`config.mk`:
```
export PLATFORM = sky130hd
export DESIGN_NAME = hilo_muldiv_unit
export DESIGN_NICKNAME = d
export VERILOG_FILES = /design/src/rtl/hilo_muldiv_unit.sv
export SDC_FILE = /design/constraint.sdc
export NUM_CORES = 1
export LEC_CHECK = 0
export CAP_MARGIN = 25
export CELL_PAD_IN_SITES_DETAIL_PLACEMENT = 1
export CELL_PAD_IN_SITES_GLOBAL_PLACEMENT = 1
export CORE_MARGIN = 8
export CORE_UTILIZATION = 41
export CTS_CLUSTER_DIAMETER = 150
export DETAILED_ROUTE_END_ITERATION = 6
export PLACE_DENSITY = 0.84
export SYNTH_ARGS = -nofsm -noshare
export SYNTH_HDL_FRONTEND = slang
export SYNTH_SLANG_ARGS = --single-unit
```
`constraint.sdc`:
```
create_clock -name clk -period 5 [get_ports clk]
set_input_delay 0.5 -clock clk [delete_from_list [all_inputs] [get_ports clk]]
set_output_delay 0.5 -clock clk [all_outputs]
set_load 0.01 [all_outputs]
```
`src/rtl/hilo_muldiv_unit.sv`:
```
// hilo_muldiv_unit
//   Iterative multiply/divide unit with HI/LO result registers. Executes
//   MULT, MULTU, DIV and DIVU at one bit per cycle; signed operations run on
//   magnitudes and the result is sign-corrected when it is written to HI/LO.
// Ports
//   clk, rst      clock, synchronous active-high reset
//   start, op     request and opcode (00 MULT, 01 MULTU, 10 DIV, 11 DIVU), sampled in IDLE
//   a, b          multiplicand/dividend, multiplier/divisor, sampled with start
//   cancel        abort the operation in flight (pipeline flush)
//   busy          operation in flight (pipeline stall)
//   done          one-cycle pulse when hi/lo take a new result
//   hi, lo        product halves, or remainder / quotient
//   div_by_zero   set with done for a divide by zero, held until the next done
module hilo_muldiv_unit #(
  parameter int WIDTH = 32,
  parameter int CNT_W = 6
) (
  input  logic             clk,
  input  logic             rst,
  input  logic             start,
  input  logic [1:0]       op,
  input  logic [WIDTH-1:0] a,
  input  logic [WIDTH-1:0] b,
  input  logic             cancel,
  output logic             busy,
  output logic             done,
  output logic [WIDTH-1:0] hi,
  output logic [WIDTH-1:0] lo,
  output logic             div_by_zero
);

  typedef enum logic [1:0] {IDLE, CALC, DONE} state_t;

  state_t           state;
  logic [CNT_W-1:0] cnt;
  logic             is_div, neg_q, neg_r, dz;
  logic [WIDTH-1:0] m, p_hi, p_lo, a_raw;
  logic [WIDTH-1:0] nxt_hi, nxt_lo, res_hi, res_lo;
  logic [WIDTH:0]   madd, trial, diff;
  logic signed [2*WIDTH-1:0] prod;

  function automatic logic [WIDTH-1:0] mag(input logic [WIDTH-1:0] v, input logic sgn);
    return (sgn && v[WIDTH-1]) ? (~v + WIDTH'(1)) : v;
  endfunction

  function automatic logic [WIDTH-1:0] neg_if(input logic [WIDTH-1:0] v, input logic n);
    return n ? (~v + WIDTH'(1)) : v;
  endfunction

  assign busy = (state != IDLE);

  // One iteration: p_hi is the running product-high / partial remainder,
  // p_lo holds the multiplier being consumed or the dividend shifting out
  // while quotient bits shift in.
  always_comb begin
    madd  = {1'b0, p_hi} + (p_lo[0] ? {1'b0, m} : '0);
    trial = {p_hi, p_lo[WIDTH-1]};
    diff  = trial - {1'b0, m};
    if (is_div) begin
      // Partial remainder is below the divisor, so a clear top bit of diff
      // means the trial subtraction succeeded.
      if (!diff[WIDTH]) begin
        nxt_hi = diff[WIDTH-1:0];
        nxt_lo = {p_lo[WIDTH-2:0], 1'b1};
      end else begin
        nxt_hi = trial[WIDTH-1:0];
        nxt_lo = {p_lo[WIDTH-2:0], 1'b0};
      end
    end else begin
      {nxt_hi, nxt_lo} = {madd, p_lo[WIDTH-1:1]};
    end
  end

  // Sign correction of the final step's outcome
  always_comb begin
    prod   = {nxt_hi, nxt_lo};
    res_hi = nxt_hi;
    res_lo = nxt_lo;
    if (!is_div) begin
      if (neg_q) prod = -prod;
      {res_hi, res_lo} = prod;
    end else if (dz) begin
      res_hi = a_raw;
      res_lo = '1;
    end else begin
      res_lo = neg_if(nxt_lo, neg_q);
      res_hi = neg_if(nxt_hi, neg_r);
    end
  end

  always_ff @(posedge clk) begin
    if (rst) begin
      state       <= IDLE;
      cnt         <= '0;
      done        <= 1'b0;
      hi          <= '0;
      lo          <= '0;
      div_by_zero <= 1'b0;
    end else begin
      done <= 1'b0;
      case (state)
        IDLE: begin
          if (start && !cancel) begin
            is_div <= op[1];
            neg_q  <= !op[0] && (a[WIDTH-1] ^ b[WIDTH-1]);
            neg_r  <= !op[0] && a[WIDTH-1];
            dz     <= op[1] && (b == '0);
            a_raw  <= a;
            p_hi   <= '0;
            m      <= op[1] ? mag(b, !op[0]) : mag(a, !op[0]);
            p_lo   <= op[1] ? mag(a, !op[0]) : mag(b, !op[0]);
            cnt    <= CNT_W'(WIDTH);
            state  <= CALC;
          end
        end
        CALC: begin
          p_hi <= nxt_hi;
          p_lo <= nxt_lo;
          cnt  <= cnt - 1'b1;
          if (cancel) begin
            state <= IDLE;
          end else if (cnt == CNT_W'(1)) begin
            state       <= DONE;
            done        <= 1'b1;
            hi          <= res_hi;
            lo          <= res_lo;
            div_by_zero <= dz;
          end
        end
        DONE:    state <= IDLE;
        default: state <= IDLE;
      endcase
    end
  end

endmodule

```
## Word-level counts from Yosys, hierarchy flattened

Index checks and enable logic that the tools add are counted.

- Register bits: 206
- Bits of input ports: 70
- Output and inout bits: 67
- Word-level logic and storage cells: 78

- Add/sub/neg operators: 8
- Equality and inequality tests: 4
- Muxes and demuxes: 27
- Bitwise operators: 8
- Reduce and logical (&&, ||, !) cells: 17

Operator list:

| kind | count |
|---|---|
| $mux 32 | 16 |
| $add 32x1->32 const B | 4 |
| $not 32->32 | 4 |
| $pmux 32 s2 | 2 |
| $mux 64 | 1 |
| $neg 64->64 | 1 |
| $add 32x32->33 | 1 |
| $sub 33x32->33 | 1 |
| $logic_not 32->1 | 1 |
| $pmux 6 s2 | 1 |
| $reduce_and 3->1 | 3 |
| $eq 6x1->1 const B | 1 |
| $mux 2 | 3 |
| $mux 6 | 1 |
| $sub 6x1->6 const B | 1 |
| $logic_and 1x1->1 | 5 |
| $pmux 2 s2 | 1 |
| $reduce_and 2->1 | 2 |
| $reduce_bool 2->1 | 2 |
| $ne 3x3->1 const B | 1 |
| $not 1->1 | 3 |
| $reduce_or 3->1 | 1 |
| $eq 2x1->1 const B | 1 |
| $logic_not 1->1 | 2 |
| 4 further kinds | 5 |

## Depth between registers and ports, before layout

Gate-level depths: netlist of run 1.

- Depth in word-level cells: 8
- Depth in mapped cells: 23
- Mapped depth without buffers: 21

## Worst setup path before layout of run 1

No wires, ideal clock.

- Path kind: register to register
- Start: register p_lo[31]
- End: register hi[26]
- Library setup time: 114 ps
- Data arrival time: 4948 ps
- Required time: 4886 ps
- Path slack: -63 ps
- Stages on the path, launching flop included: 22
- Path buffers: 2
- Period minus slack after synthesis: 5063 ps
- Path through: edfxtp_1 inv_1 ha_1 inv_1 fa_1 a211oi_2 o211ai_1 a31o_2 o211a_2 o211ai_4 buf_6 buf_8 nor2_1 a21oi_4 ha_1 nand2_1 or3_1 or3_1 a2111o_1 o21a_1 xnor2_1 a2111oi_0

- Word-level cells in the longest chain between the ends: 8
- Elaborated cells between the ends (all ways): 12
- Classes of those cells: add/sub (3); mux (8); bitwise (1)

RTL lines:

| item | RTL line | RTL |
|---|---|---|
| from (decl) | 37 | `logic [WIDTH-1:0] m, p_hi, p_lo, a_raw;` |
| from (signal assigned) | 111 | `p_lo <= op[1] ? mag(a, !op[0]) : mag(b, !op[0]);` |
| from (signal assigned) | 118 | `p_lo <= nxt_lo;` |
| $sub 33x32->33 | 58 | `diff = trial - {1'b0, m};` |
| $mux 32 | 62 | `if (!diff[WIDTH]) begin` |
| $mux 32 | 59 | `if (is_div) begin` |
| $not 32->32 | 47 | `return n ? (~v + WIDTH'(1)) : v;` |
| $add 32x1->32 | 47 |  |
| $mux 32 | 47 |  |
| $mux 32 | 82 | `end else if (dz) begin` |
| $mux 32 (*) | 79 | `if (!is_div) begin` |
| to (signal assigned) | 125 | `hi <= res_hi;` |
| to (decl) | 27 | `output logic [WIDTH-1:0] hi,` |

Mark *: on every way between the ends. The rest lies on a longest branch, timed or not.
A chain may end at the register's enable or synchronous reset.

## Final worst setup path of run 1

- Start: register p_lo[31]
- End: register hi[18]

Same word-level chain as after synthesis.

==> impl_metrics.py, run 1 <==
metrics = {
    "power_and_ir_drop": {
        "p_leak_uw": 0.00827,
        "peakVddDrop_uv": 262,
        "power_density_nw_per_um2": 253,
    },
    "clock_network": {
        "cts_sinks": 206,
        "cts_tree": "built",
        "hold_buffers": 0,
        "htree_levels": 1,
        "cts_root_buf": "clkbuf_16",
        "clk_latency_ps": 560,
        "cts_buffer_depth": 3,
        "clkTransAtPathRegs_ps": 60,
        "cts-buffers-inserted": 25,
    },
    "die": {
        "dieArea_sq_um": 50300,
        "core_sq_um": 43000,
        "start_util_pct": 41.4,
        "die_w_microns": 224,
        "boundaryPins": 137,
        "num_rows": 76,
        "fp.dieH_microns": 224,
    },
    "setup_path": {
        "cp_slowest_stage_delay_ps": 480,
        "critPathKind": "flop to flop",
        "crit_slowest_cell": "a2111o_1",
        "end_kind": "flop",
        "cp_max_fo": 5,
        "cp.arrival_ps": 5400,
        "critical_path.cell_chain": "inv_2 > ha_4 > inv_2 > fa_2 > a211oi_2 > o211ai_1 > a31o_2 > o211a_4 > o211ai_4 > nor2_4 > a21oi_4 > ha_4 > nand2_4 > or3_4 > or3_4 > a2111o_1 > o21ai_2 > xnor2_1 > a222oi_1 > a211oi_1",
        "cp-start-kind": "flop",
        "required_ps": 5410,
    },
    "grt": {
        "grt_max_degree": 104,
        "grt_util_met2_pct": 51.5,
        "grt_antenna_before_repair": 8,
        "grt_pass1_wl_mm": 118,
        "met3_usage_pct": 4.23,
        "grt_usage_pct": 30.2,
        "overflow": 0,
        "grt_pass1_vias": 19378,
        "grt_busiest_layer": "met2",
        "use_met1_pct": 36.2,
    },
    "placement": {
        "dpl_cell_area_sq_um": 20500,
        "dpl.hpwl_mm": 61.4,
        "gp_congestion": 1.00,
        "portBuffers": 136,
    },
    "routing": {
        "vias_per_cell": 6.34,
        "antenna_left": 0,
        "dr.first_iter.drc_count": 1805,
        "drcViolationCount": 0,
        "drtPass1Iterations": 5,
        "totalWireLength_mm": 80.9,
        "wl_per_cell_microns": 27.2,
        "vias": 18833,
    },
    "synthesis": {
        "synth_area_leaders": "edfxtp_1, dfxtp_1, xnor2_1, mux2i_1, nor2_1",
        "ys_seq_elements": 206,
        "synth_top_area_share_pct": 22.3,
        "syn-cell-area_sq_um": 17800,
        "ys_async_sr_fraction_pct": 0,
        "yosysUniqueCellTypes": 106,
        "synth-main-ff-cell": "edfxtp_1",
        "yosysSeqAreaShare_pct": 30.6,
        "synth_edf_count": 132,
        "yosys.area.top_type": "edfxtp_1",
        "syn_area_per_cell_sq_um": 8.26,
        "ys.warnings.count": 0,
        "syn_inst": 2153,
        "syn-num-nets": 2295,
    },
    "timing": {
        "fmax_mhz": 200,
        "finalCritPeriodShare_pct": 99.9,
        "holdWs_ps": 456,
        "setup_viol": 0,
        "hold_viol_final": 0,
        "skew_ps": 14.1,
        "slew_headroom_pct": 29.2,
        "tightest_slew_ps": 1060,
        "rsz0062_at_grt": "true",
        "slew_viol_final": 0,
        "final.min_clock_period_ps": 4990,
    },
    "layout": {
        "nNetsFinal": 2508,
        "fill_cells": 5123,
        "fin_area_sq_um": 21900,
        "area_growth_pct": 23.3,
        "drive_gt1_share_pct": 14.0,
    },
    "status": {
        "outcome": "finished clean",
    },
    "hold_path": {
        "hold_class": "input pin to flop",
    },
    "flow_run": {
        "maxCapViolCount": 0,
    },
}
power by group:
| group | switching, uW | internal, uW |
|---|---|---|
| combinational | 1030 | 606 |
| clock | 813 | 1150 |
| sequential | 53.0 | 1890 |
| total | 1890 | 3640 |
critical path: cells and delay by family, from the launching register on:
kind,cells,cell delay [ps]
buffers and inverters,2,150
and+or+nand+nor,4,970
adders and majority gates,3,710
xor gates and xnor gates,1,90
AOI/OAI and AO/OA,10,2530
DFF,1,410
final timing paths:
| path | from | endpoint | slack, ps | cells past startpoint |
|---|---|---|---|---|
| setup / recovery | p_lo[31] | hi[18] | 7 | 20 |
| hold / removal | rst | cnt[1] | 460 | 2 |
| setup reg to reg | p_lo[31] | hi[18] | 7 | 20 |
| hold reg to reg | div_by_zero | div_by_zero | 470 | 2 |
state kept, by name (all words and copies together) (netlist names):
name         cells
p_hi            32
lo              32
state            2
done             1
is_div           1
neg_r            1
neg_q            1
p_lo            32
hi              32
dz               1
cnt              6
div_by_zero      1
m               32
a_raw           32
synthesized netlist by cell type, drive strengths merged (70+ instances only):
cell type	n
o21ai	135
nand2	203
nor3	71
nor2	249
xnor2	113
inv	76
clkbuf	78
ha	70
a21oi	182
edfxtp	132
mux2i	97
dfxtp	74
cells in the final DEF, fill, tap and decap left out, drive strengths merged, types with 16 or more instances in the layout:
cell and count:
o41ai 18, mux2i 97, nor2b 19, nand2 203
o31ai 19, xnor2 113, nor3 71, a211oi 58
nand4 17, nand3 29, edfxtp 132, and3 21
o21ai 135, clkdlybuf4s50 134, clkbuf 35, a21o 21
nand2b 16, inv 79, dfxtp 74, or3 22
and2 54, o211ai 29, buf 169, nor2 249
a21oi 182, ha 70, xor2 63
final cells by class:
class                   count  area [sq um]  area share [%]
repair buffers            304          2710            12.4
multi-input cells        1750         11800            54.1
clock buffers              34           776            3.54
clock inverters            12           101           0.463
flip-flops and latches    206          5450            24.9
diodes                      2          5.00          0.0228
well taps                 585           732            3.34
inverters                  79           297            1.35
stage by stage:
stage          setup WS, ps  power [uW]  cells  TNS (ps)  utilization [%]
2_1_floorplan          27.4        2850   2153         0                -
3_3_place_gp           62.4        3430   2892         0             47.7
3_5_place_dp           -168        3480   2893      -482             47.7
4_1_cts                47.8        5430   2941         0             49.8
5_1_grt                -221        5680   2970     -1010             51.0
6_report               6.85        5530   2972         0             51.0
metal layers:
layer | vias to the layer above | wire length [microns]
met1 | 9304 | 31500
met3 | 263 | 5800
li1 | 8350 | -
met4 | 2 | 5450
met2 | 914 | 38100
met5 | - | 18
repair_timing:
| action | 4_1_cts | 5_1_grt |
|---|---|---|
| pin swaps | 2 | 21 |
| cloned | 0 | 2 |
| endpoints found under the setup margin | 11 | 18 |
| gates resized for setup | 8 | 48 |
| buffers inserted | 2 | 27 |
kinds of logic (layout without fill, tap and decap cells):
group | Yosys count | count (layout) | share of synthesized area [%]
other | 0 | 2 | 0
AO/OA/AOI/OAI | 627 | 627 | 24.3
adder cells (fa/ha/maj) | 72 | 72 | 5.15
AND/OR/NAND/NOR | 765 | 765 | 20.5
XOR/XNOR | 176 | 176 | 8.67
buffers and inverters | 197 | 429 | 4.53
flip-flops | 206 | 206 | 30.6
multiplexers | 110 | 110 | 6.29
Power figures use the tool's default switching activity.
==> run 2, diff against run 1 <==
- TNS_END_PERCENT: unset -> 50
==> results of run 2 <==
Final layout, timing and power as in run 1 (identical DEF).
